[src/rtl/lagarto_l15q_pkg.sv]
// Shared types for the Lagarto -> OpenPiton L1.5 request queue.
// Contents:
//   RQTYPE_W, SIZE_W, OUTST_W   field widths of the L1.5 request and the credit counter
//   L15Q_ADDR_W, L15Q_DATA_W    default payload widths
//   l15q_entry_t                one queued request at the default widths
//   l15q_state_e                issue FSM states
package lagarto_l15q_pkg;

    localparam int RQTYPE_W    = 5;
    localparam int SIZE_W      = 3;
    localparam int OUTST_W     = 4;
    localparam int L15Q_ADDR_W = 40;
    localparam int L15Q_DATA_W = 64;

    typedef struct packed {
        logic [RQTYPE_W-1:0]    rqtype;
        logic                   nc;
        logic [SIZE_W-1:0]      size;
        logic [L15Q_ADDR_W-1:0] addr;
        logic [L15Q_DATA_W-1:0] data;
    } l15q_entry_t;

    typedef enum logic {
        IDLE  = 1'b0,
        ISSUE = 1'b1
    } l15q_state_e;

endpackage

[src/rtl/lagarto_l15_req_queue_if.sv]
// Bus bundle of the L1.5 request queue: core request side, L1.5 request
// side, return-completion strobe and status.
// Modports:
//   slave  - the queue itself (takes core requests, drives the L1.5 port)
//   master - the environment (core + L1.5) around the queue
interface lagarto_l15_req_queue_if
    import lagarto_l15q_pkg::*;
#(
    parameter int ADDR_W = 40,
    parameter int DATA_W = 64
);
    // core request side
    logic                req_valid_i;
    logic                req_ready_o;
    logic [RQTYPE_W-1:0] req_rqtype_i;
    logic                req_nc_i;
    logic [SIZE_W-1:0]   req_size_i;
    logic [ADDR_W-1:0]   req_addr_i;
    logic [DATA_W-1:0]   req_data_i;
    // L1.5 request side
    logic                l15_val_o;
    logic [RQTYPE_W-1:0] l15_rqtype_o;
    logic                l15_nc_o;
    logic [SIZE_W-1:0]   l15_size_o;
    logic [ADDR_W-1:0]   l15_address_o;
    logic [DATA_W-1:0]   l15_data_o;
    logic                l15_header_ack_i;
    // return completion and status
    logic                rtrn_done_i;
    logic [OUTST_W-1:0]  outstanding_o;
    logic                err_o;

    modport slave (
        input  req_valid_i, req_rqtype_i, req_nc_i, req_size_i, req_addr_i, req_data_i,
        output req_ready_o,
        output l15_val_o, l15_rqtype_o, l15_nc_o, l15_size_o, l15_address_o, l15_data_o,
        input  l15_header_ack_i,
        input  rtrn_done_i,
        output outstanding_o, err_o
    );

    modport master (
        output req_valid_i, req_rqtype_i, req_nc_i, req_size_i, req_addr_i, req_data_i,
        input  req_ready_o,
        input  l15_val_o, l15_rqtype_o, l15_nc_o, l15_size_o, l15_address_o, l15_data_o,
        output l15_header_ack_i,
        output rtrn_done_i,
        input  outstanding_o, err_o
    );

endinterface

[src/rtl/lagarto_l15q_fifo.sv]
// Generic DEPTH-entry FIFO of request entries.
// Ports:
//   clk_i, reset_l     clock, async active-low reset (pointers/count only)
//   push_i, din_i      write an entry (ignored when full)
//   pop_i              drop the head entry (ignored when empty)
//   dout_o             head entry, valid while !empty_o
//   count_o            occupancy 0..DEPTH
//   full_o, empty_o    occupancy flags
module lagarto_l15q_fifo
    import lagarto_l15q_pkg::*;
#(
    parameter int  DEPTH   = 4,
    parameter type entry_t = l15q_entry_t,
    localparam int PTR_W   = $clog2(DEPTH),
    localparam int CNT_W   = PTR_W + 1
) (
    input  logic             clk_i,
    input  logic             reset_l,
    input  logic             push_i,
    input  entry_t           din_i,
    input  logic             pop_i,
    output entry_t           dout_o,
    output logic [CNT_W-1:0] count_o,
    output logic             full_o,
    output logic             empty_o
);

    entry_t           mem [DEPTH];
    logic [PTR_W-1:0] wr_ptr, rd_ptr;
    logic             do_push, do_pop;

    assign full_o  = (count_o == CNT_W'(DEPTH));
    assign empty_o = (count_o == '0);
    assign do_push = push_i & ~full_o;
    assign do_pop  = pop_i & ~empty_o;
    assign dout_o  = mem[rd_ptr];

    // DEPTH is a power of two, so the pointers wrap on their own.
    always_ff @(posedge clk_i or negedge reset_l) begin
        if (!reset_l) begin
            wr_ptr  <= '0;
            rd_ptr  <= '0;
            count_o <= '0;
        end else begin
            if (do_push) wr_ptr <= wr_ptr + 1'b1;
            if (do_pop)  rd_ptr <= rd_ptr + 1'b1;
            case ({do_push, do_pop})
                2'b10:   count_o <= count_o + 1'b1;
                2'b01:   count_o <= count_o - 1'b1;
                default: count_o <= count_o;
            endcase
        end
    end

    // Payload storage needs no reset; the count gates its validity.
    always_ff @(posedge clk_i) begin
        if (do_push) mem[wr_ptr] <= din_i;
    end

endmodule

[src/rtl/lagarto_l15_req_queue.sv]
// Request buffer between the Lagarto memory-request path and the OpenPiton
// L1.5 request port. Requests are queued in a DEPTH-entry FIFO, presented
// one at a time and held until l15_header_ack_i, and the number of acked
// requests still waiting for their return is capped at MAX_OUTSTANDING.
// Ports:
//   clk_i, reset_l      clock, async active-low reset
//   bus (slave)         core request, L1.5 request, rtrn_done_i, outstanding_o, err_o
//   perf_issued_o       headers acked (wraps)           -- LAGARTO_L15Q_PERF_EN only
//   perf_stall_o        cycles blocked on credits (wraps) -- LAGARTO_L15Q_PERF_EN only
// Optional feature macro: LAGARTO_L15Q_PERF_EN.
// ADDR_W/DATA_W must match the parameters of the connected interface.
module lagarto_l15_req_queue
    import lagarto_l15q_pkg::*;
#(
    parameter int DEPTH           = 4,
    parameter int MAX_OUTSTANDING = 2,
    parameter int ADDR_W          = 40,
    parameter int DATA_W          = 64
) (
    input  logic                    clk_i,
    input  logic                    reset_l,
    lagarto_l15_req_queue_if.slave  bus
`ifdef LAGARTO_L15Q_PERF_EN
    ,
    output logic [31:0]             perf_issued_o,
    output logic [31:0]             perf_stall_o
`endif
);

    localparam int CNT_W = $clog2(DEPTH) + 1;

    // Same layout as l15q_entry_t, sized by this instance's parameters.
    typedef struct packed {
        logic [RQTYPE_W-1:0] rqtype;
        logic                nc;
        logic [SIZE_W-1:0]   size;
        logic [ADDR_W-1:0]   addr;
        logic [DATA_W-1:0]   data;
    } entry_t;

    entry_t             din, head;
    logic [CNT_W-1:0]   count, count_nxt;
    logic               full, empty;
    logic               push, pop, rtrn_ok, credit;
    logic [OUTST_W-1:0] outst, outst_nxt;
    logic               err;
    l15q_state_e        state, state_nxt;

    assign din = '{rqtype: bus.req_rqtype_i, nc: bus.req_nc_i, size: bus.req_size_i,
                   addr: bus.req_addr_i, data: bus.req_data_i};

    lagarto_l15q_fifo #(
        .DEPTH   (DEPTH),
        .entry_t (entry_t)
    ) u_fifo (
        .clk_i   (clk_i),
        .reset_l (reset_l),
        .push_i  (push),
        .din_i   (din),
        .pop_i   (pop),
        .dout_o  (head),
        .count_o (count),
        .full_o  (full),
        .empty_o (empty)
    );

    // Ready looks only at the registered count, so a same-cycle pop never
    // opens a full queue and there is no ready<-ack combinational path.
    assign bus.req_ready_o = ~full;
    assign push            = bus.req_valid_i & ~full;
    assign pop             = (state == ISSUE) & bus.l15_header_ack_i & ~empty;

    // A return with nothing in flight is an error and must not underflow.
    assign rtrn_ok   = bus.rtrn_done_i & (outst != '0);
    assign outst_nxt = outst + OUTST_W'(pop) - OUTST_W'(rtrn_ok);
    assign count_nxt = count + CNT_W'(push) - CNT_W'(pop);
    assign credit    = (outst_nxt < OUTST_W'(MAX_OUTSTANDING));

    always_ff @(posedge clk_i or negedge reset_l) begin
        if (!reset_l) begin
            state <= IDLE;
            outst <= '0;
            err   <= 1'b0;
        end else begin
            state <= state_nxt;
            outst <= outst_nxt;
            if (bus.rtrn_done_i && outst == '0) err <= 1'b1;
        end
    end

    // Deciding on next-cycle count/credit lets a push into an empty queue
    // show l15_val_o the following cycle, and a freed credit be used the
    // cycle after the return.
    always_comb begin
        state_nxt = state;
        case (state)
            ISSUE: begin
                if (bus.l15_header_ack_i)
                    state_nxt = (count_nxt != '0 && credit) ? ISSUE : IDLE;
            end
            default: begin
                if (count_nxt != '0 && credit) state_nxt = ISSUE;
            end
        endcase
    end

    assign bus.l15_val_o     = (state == ISSUE);
    assign bus.l15_rqtype_o  = head.rqtype;
    assign bus.l15_nc_o      = head.nc;
    assign bus.l15_size_o    = head.size;
    assign bus.l15_address_o = head.addr;
    assign bus.l15_data_o    = head.data;
    assign bus.outstanding_o = outst;
    assign bus.err_o         = err;

`ifdef LAGARTO_L15Q_PERF_EN
    always_ff @(posedge clk_i or negedge reset_l) begin
        if (!reset_l) begin
            perf_issued_o <= '0;
            perf_stall_o  <= '0;
        end else begin
            if (pop) perf_issued_o <= perf_issued_o + 32'd1;
            if (count != '0 && outst == OUTST_W'(MAX_OUTSTANDING))
                perf_stall_o <= perf_stall_o + 32'd1;
        end
    end
`endif

endmodule
[src/flat_wrapper.sv]
// flat-port wrapper written by rule: the top's interface ports become plain ports
module lagarto_l15_req_queue_flat import lagarto_l15q_pkg::*;
#(
    parameter int DEPTH           = 4,
    parameter int MAX_OUTSTANDING = 2,
    parameter int ADDR_W          = 40,
    parameter int DATA_W          = 64
)
  (clk_i, reset_l, bus_req_valid_i, bus_req_rqtype_i, bus_req_nc_i, bus_req_size_i, bus_req_addr_i, bus_req_data_i, bus_req_ready_o, bus_l15_val_o, bus_l15_rqtype_o, bus_l15_nc_o, bus_l15_size_o, bus_l15_address_o, bus_l15_data_o, bus_l15_header_ack_i, bus_rtrn_done_i, bus_outstanding_o, bus_err_o);
  lagarto_l15_req_queue_if #(.ADDR_W(ADDR_W), .DATA_W(DATA_W)) bus_i ();
  input  logic clk_i;
  input  logic reset_l;
  input wire logic [$bits(bus_i.req_valid_i)-1:0] bus_req_valid_i;
  input wire logic [$bits(bus_i.req_rqtype_i)-1:0] bus_req_rqtype_i;
  input wire logic [$bits(bus_i.req_nc_i)-1:0] bus_req_nc_i;
  input wire logic [$bits(bus_i.req_size_i)-1:0] bus_req_size_i;
  input wire logic [$bits(bus_i.req_addr_i)-1:0] bus_req_addr_i;
  input wire logic [$bits(bus_i.req_data_i)-1:0] bus_req_data_i;
  output wire logic [$bits(bus_i.req_ready_o)-1:0] bus_req_ready_o;
  output wire logic [$bits(bus_i.l15_val_o)-1:0] bus_l15_val_o;
  output wire logic [$bits(bus_i.l15_rqtype_o)-1:0] bus_l15_rqtype_o;
  output wire logic [$bits(bus_i.l15_nc_o)-1:0] bus_l15_nc_o;
  output wire logic [$bits(bus_i.l15_size_o)-1:0] bus_l15_size_o;
  output wire logic [$bits(bus_i.l15_address_o)-1:0] bus_l15_address_o;
  output wire logic [$bits(bus_i.l15_data_o)-1:0] bus_l15_data_o;
  input wire logic [$bits(bus_i.l15_header_ack_i)-1:0] bus_l15_header_ack_i;
  input wire logic [$bits(bus_i.rtrn_done_i)-1:0] bus_rtrn_done_i;
  output wire logic [$bits(bus_i.outstanding_o)-1:0] bus_outstanding_o;
  output wire logic [$bits(bus_i.err_o)-1:0] bus_err_o;
  assign bus_i.req_valid_i = bus_req_valid_i;
  assign bus_i.req_rqtype_i = bus_req_rqtype_i;
  assign bus_i.req_nc_i = bus_req_nc_i;
  assign bus_i.req_size_i = bus_req_size_i;
  assign bus_i.req_addr_i = bus_req_addr_i;
  assign bus_i.req_data_i = bus_req_data_i;
  assign bus_req_ready_o = bus_i.req_ready_o;
  assign bus_l15_val_o = bus_i.l15_val_o;
  assign bus_l15_rqtype_o = bus_i.l15_rqtype_o;
  assign bus_l15_nc_o = bus_i.l15_nc_o;
  assign bus_l15_size_o = bus_i.l15_size_o;
  assign bus_l15_address_o = bus_i.l15_address_o;
  assign bus_l15_data_o = bus_i.l15_data_o;
  assign bus_i.l15_header_ack_i = bus_l15_header_ack_i;
  assign bus_i.rtrn_done_i = bus_rtrn_done_i;
  assign bus_outstanding_o = bus_i.outstanding_o;
  assign bus_err_o = bus_i.err_o;
  lagarto_l15_req_queue #(.DEPTH(DEPTH), .MAX_OUTSTANDING(MAX_OUTSTANDING), .ADDR_W(ADDR_W), .DATA_W(DATA_W)) u_core (.clk_i(clk_i), .reset_l(reset_l), .bus(bus_i));
endmodule
[config.mk]
export PLATFORM = sky130hd
export DESIGN_NAME = lagarto_l15_req_queue_flat
export DESIGN_NICKNAME = d
export VERILOG_FILES = /design/src/rtl/lagarto_l15q_pkg.sv /design/src/rtl/lagarto_l15_req_queue_if.sv /design/src/rtl/lagarto_l15q_fifo.sv /design/src/rtl/lagarto_l15_req_queue.sv /design/src/flat_wrapper.sv
export SDC_FILE = /design/constraint.sdc
export NUM_CORES = 1
export LEC_CHECK = 0
export BUFFER_PORTS_ARGS = -buffer_cell sky130_fd_sc_hd__clkbuf_2
export CAP_MARGIN = 20
export CORE_MARGIN = 3
export CORE_UTILIZATION = 55
export CTS_CLUSTER_DIAMETER = 120
export CTS_CLUSTER_SIZE = 24
export DETAILED_ROUTE_END_ITERATION = 8
export MAX_ROUTING_LAYER = met4
export PLACE_DENSITY = 0.77
export SYNTH_ARGS = -nofsm -noshare
export SYNTH_HDL_FRONTEND = slang
export SYNTH_SLANG_ARGS = --single-unit
[constraint.sdc]
create_clock -name clk_i -period 2.99 [get_ports clk_i]
set_input_delay 0.598 -clock clk_i [delete_from_list [all_inputs] [get_ports clk_i]]
set_output_delay 0.598 -clock clk_i [all_outputs]
set_load 0.02 [all_outputs]
==> summary.txt <==
Timing
  • Min Tclk post-route: ~2800 ps
  • Final setup violation count: 0
  • Final Cycle Share: 0.9342
  • Hold Fails Final Rpt: 0
  • Slew Limit Fails: 0
  • RSZ-0062 raised after global routing: false
  • FMAX: 0.3580 GHz
  • Post-route setup TNS: 0 ps
  • Fin Clk Skew: 23.16 ps
  • Hold slack final: between 200 and 300 ps
  • Worst-Margin Slew: 702.2 ps
  • Worst Slack Setup Final: slightly below 200 ps
  • Relative slew slack: 0.5318

Floorplan
  • Ports: 238
  • Die area: about 33000 µm²
  • Row Count: between 60 and 70
  • Die Ht: approximately 180 µm
  • Initial Util: 0.5683
  • Core ar.: between 30000 and 40000 µm²
  • Die Wd: 182.4 µm

Synthesis
  • Ys Warns: 0
  • Syn avg cell area: 25.69 µm²
  • Synthesized netlist net count: between 700 and 800
  • Gate Count Post-Synth: approximately 670
  • Seq/Total Area, Yosys: 0.8122
  • #FFs+latches synth: roughly 470
  • Post-Syn Area: approximately 17000 µm²
  • Asr flop ratio synth: 0.02796
  • Post-synth EDFFs: 452
  • Cell variety after synth: 28
  • Top_reg_cell synth: edfxtp_1

Clock tree
  • CTS Buf Count: 23
  • Max H-tree Level: 1
  • PostCTS Resize Cnt: 0
  • Clock slew at reported path FFs: roughly 90 ps
  • Clock Tree Buf Depth: 3
  • Sink Count: 465
  • CTS tree: yes
  • Clk_lat worst skew: roughly 540 ps
  • CTS Root Cell: clkbuf_16

GRT
  • First-pass GRT wire length: approximately 47000 µm
  • Gr usage total: 0.1891
  • Initial antenna violation count: 2
  • Met2 GRT Util: 0.2944
  • M3 GR Usage: 0.04704
  • Largest net degree at the start of global routing: 68
  • Remaining global-route overflow: 0
  • Vias in the first global route: 8056
  • M1 GR Usage: 0.2644
  • Layer with the highest usage: met2

Power and ir drop
  • Sw Ratio: 0.3259
  • VDD IR max: between 1000 and 1500 µV
  • Sequential cell fraction of total power: 0.470
  • PwrDens: 977.9 nW/µm²
  • Total power: about 0.019 W
  • Comb pwr share: 0.360
  • Sw Pwr: approximately 0.0062 W
  • Int Power: 0.01292 W
  • Clock share of power: 0.169
  • Leakage: 6.727 nW

Place
  • GP Congestion: 0.8458
  • Place WS: roughly 180 ps
  • HPWL Detailed: roughly 19000 µm
  • IO Port Bufs: roughly 240

Setup path
  • Critical Path RT: 2390 ps
  • Worst setup EP type: output pin
  • Crit-path max FO: 31
  • Crit path kind: register to output pin
  • Startpoint Class: register
  • Data arrival, critical path: roughly 2200 ps

Run status
  • Outcome: finished, final reports clean

Finish
  • Commonest non-fill, non-tap cell in the layout: edfxtp_1
  • Nets: between 1000 and 1500
  • Layout cells sized above 1: 0.4366
  • Fillers: 1998
  • Area grow syn2layout: 14.56%
  • Commonest cells after routing, fill and taps aside: 452 x edfxtp_1, 237 x clkbuf_2, 113 x mux4_2

Routing
  • Detail Route Antenna Nets: 0
  • First-pass DRT Iterations: 5
  • # DRC: 0
  • DR vias/cell: around 5.7
  • WL final: about 30000 µm
  • Drt initial violations: around 630
  • Vias post-DR: between 7000 and 8000
  • Wirelength per Cell: 22.80 µm

Flow run
  • Max-cap viol count: 0

Min path
  • Tightest Hold Check Type: primary input to register
## through the flow
step	util	instances	instance area [µm²]
5_1_grt	0.6510	1322	19600
6_report	0.6510	1322	19600
4_1_cts	0.6496	1315	19560
2_1_floorplan	-	666	17110
3_5_place_dp	0.6284	1282	18920
3_3_place_gp	0.6284	1282	18920
## final cells by class
| type | instances | area, µm² | share of cell area |
|---|---|---|---|
| flip-flops and latches | 465 | 13910 | 0.7094 |
| multi-input cells | 158 | 3004 | 0.1533 |
| repair buffers | 258 | 1509 | 0.07698 |
| clock buffers | 30 | 601.8 | 0.03070 |
| well taps | 390 | 488.0 | 0.02489 |
| inverters | 17 | 63.81 | 0.003255 |
| clock inverters | 2 | 25.02 | 0.001277 |
| diodes | 2 | 5.005 | 0.0002553 |
## critical path: stages, from the launching register on
cell	delay (ps)
dfrtp_4	590
buf_12	290
mux4_2	550
clkbuf_2	190
## state kept, by name, summed over array words and instances (netlist names)
signal	count
u_core.u_fifo.wr_ptr	2
u_core.u_fifo.count_o	3
u_core.u_fifo.mem	452
u_core.u_fifo.rd_ptr	2
u_core.bus.outstanding_o	4
u_core.bus.err_o	1
u_core.bus.l15_val_o	1
## timing repair
item	in CTS	in global routing
hold endpoints to repair	13	0
hold buffers	1	0
setup buffers	0	5
setup endpoints to repair	0	9
## worst paths after layout
| path | startpoint | to | slack [ps] | cells after the start |
|---|---|---|---|---|
| setup / recovery | u_core.u_fifo.rd_ptr[0] | bus_l15_address_o[24] | 200 | 3 |
| hold / removal | bus_l15_header_ack_i | u_core.bus.l15_val_o | 260 | 2 |
| setup reg to reg | u_core.u_fifo.count_o[0] | u_core.bus.l15_val_o | 200 | 10 |
| hold reg to reg | u_core.bus.err_o | u_core.bus.err_o | 460 | 1 |
| max in group asynchronous | reset_l | u_core.u_fifo.rd_ptr[0] | 2240 | 2 |
| min in group asynchronous | reset_l | u_core.u_fifo.count_o[2] | 470 | 2 |
## kinds of logic (layout without fill, tap and decap cells)
group           after synthesis  count (layout)  synth area share
compound gates                7               7          0.002998
xor+xnor                      8               8          0.004972
fa+ha+maj                    14              14           0.01155
buf+inv                      43             307           0.01309
flops                       465             465            0.8122
mux                         114             114            0.1496
other cells                   0               2                 0
simple gates                 15              15          0.005557
## Yosys cell counts, types with 3 or more instances
cell	n	area (µm²)
nand2_1	3	11.26
buf_6	6	67.56
dfrtp_1	13	325.3
buf_2	14	70.07
edfxtp_1	452	13570
clkbuf_1	6	22.52
fa_1	3	60.06
mux4_2	113	2545
xnor2_1	6	52.55
and3_2	4	30.03
inv_1	17	63.81
ha_1	11	137.6
## routing by layer
layer | wire, µm | vias to the layer above
met5 | 0 | -
met4 | 504 | 0
met3 | 2475 | 37
met2 | 14600 | 241
met1 | 12550 | 3952
li1 | - | 3334
## power by group through the flow
stage                     combinational, W  sequential (W)  clock [W]
after floorplan                    0.00486         0.00906          0
after CTS                          0.00703         0.00905    0.00338
final                              0.00691         0.00901    0.00325
after global placement             0.00696         0.00912          0
after global routing               0.00744         0.00913    0.00359
after detailed placement           0.00699         0.00920          0
(Power assumes the default switching activity.)
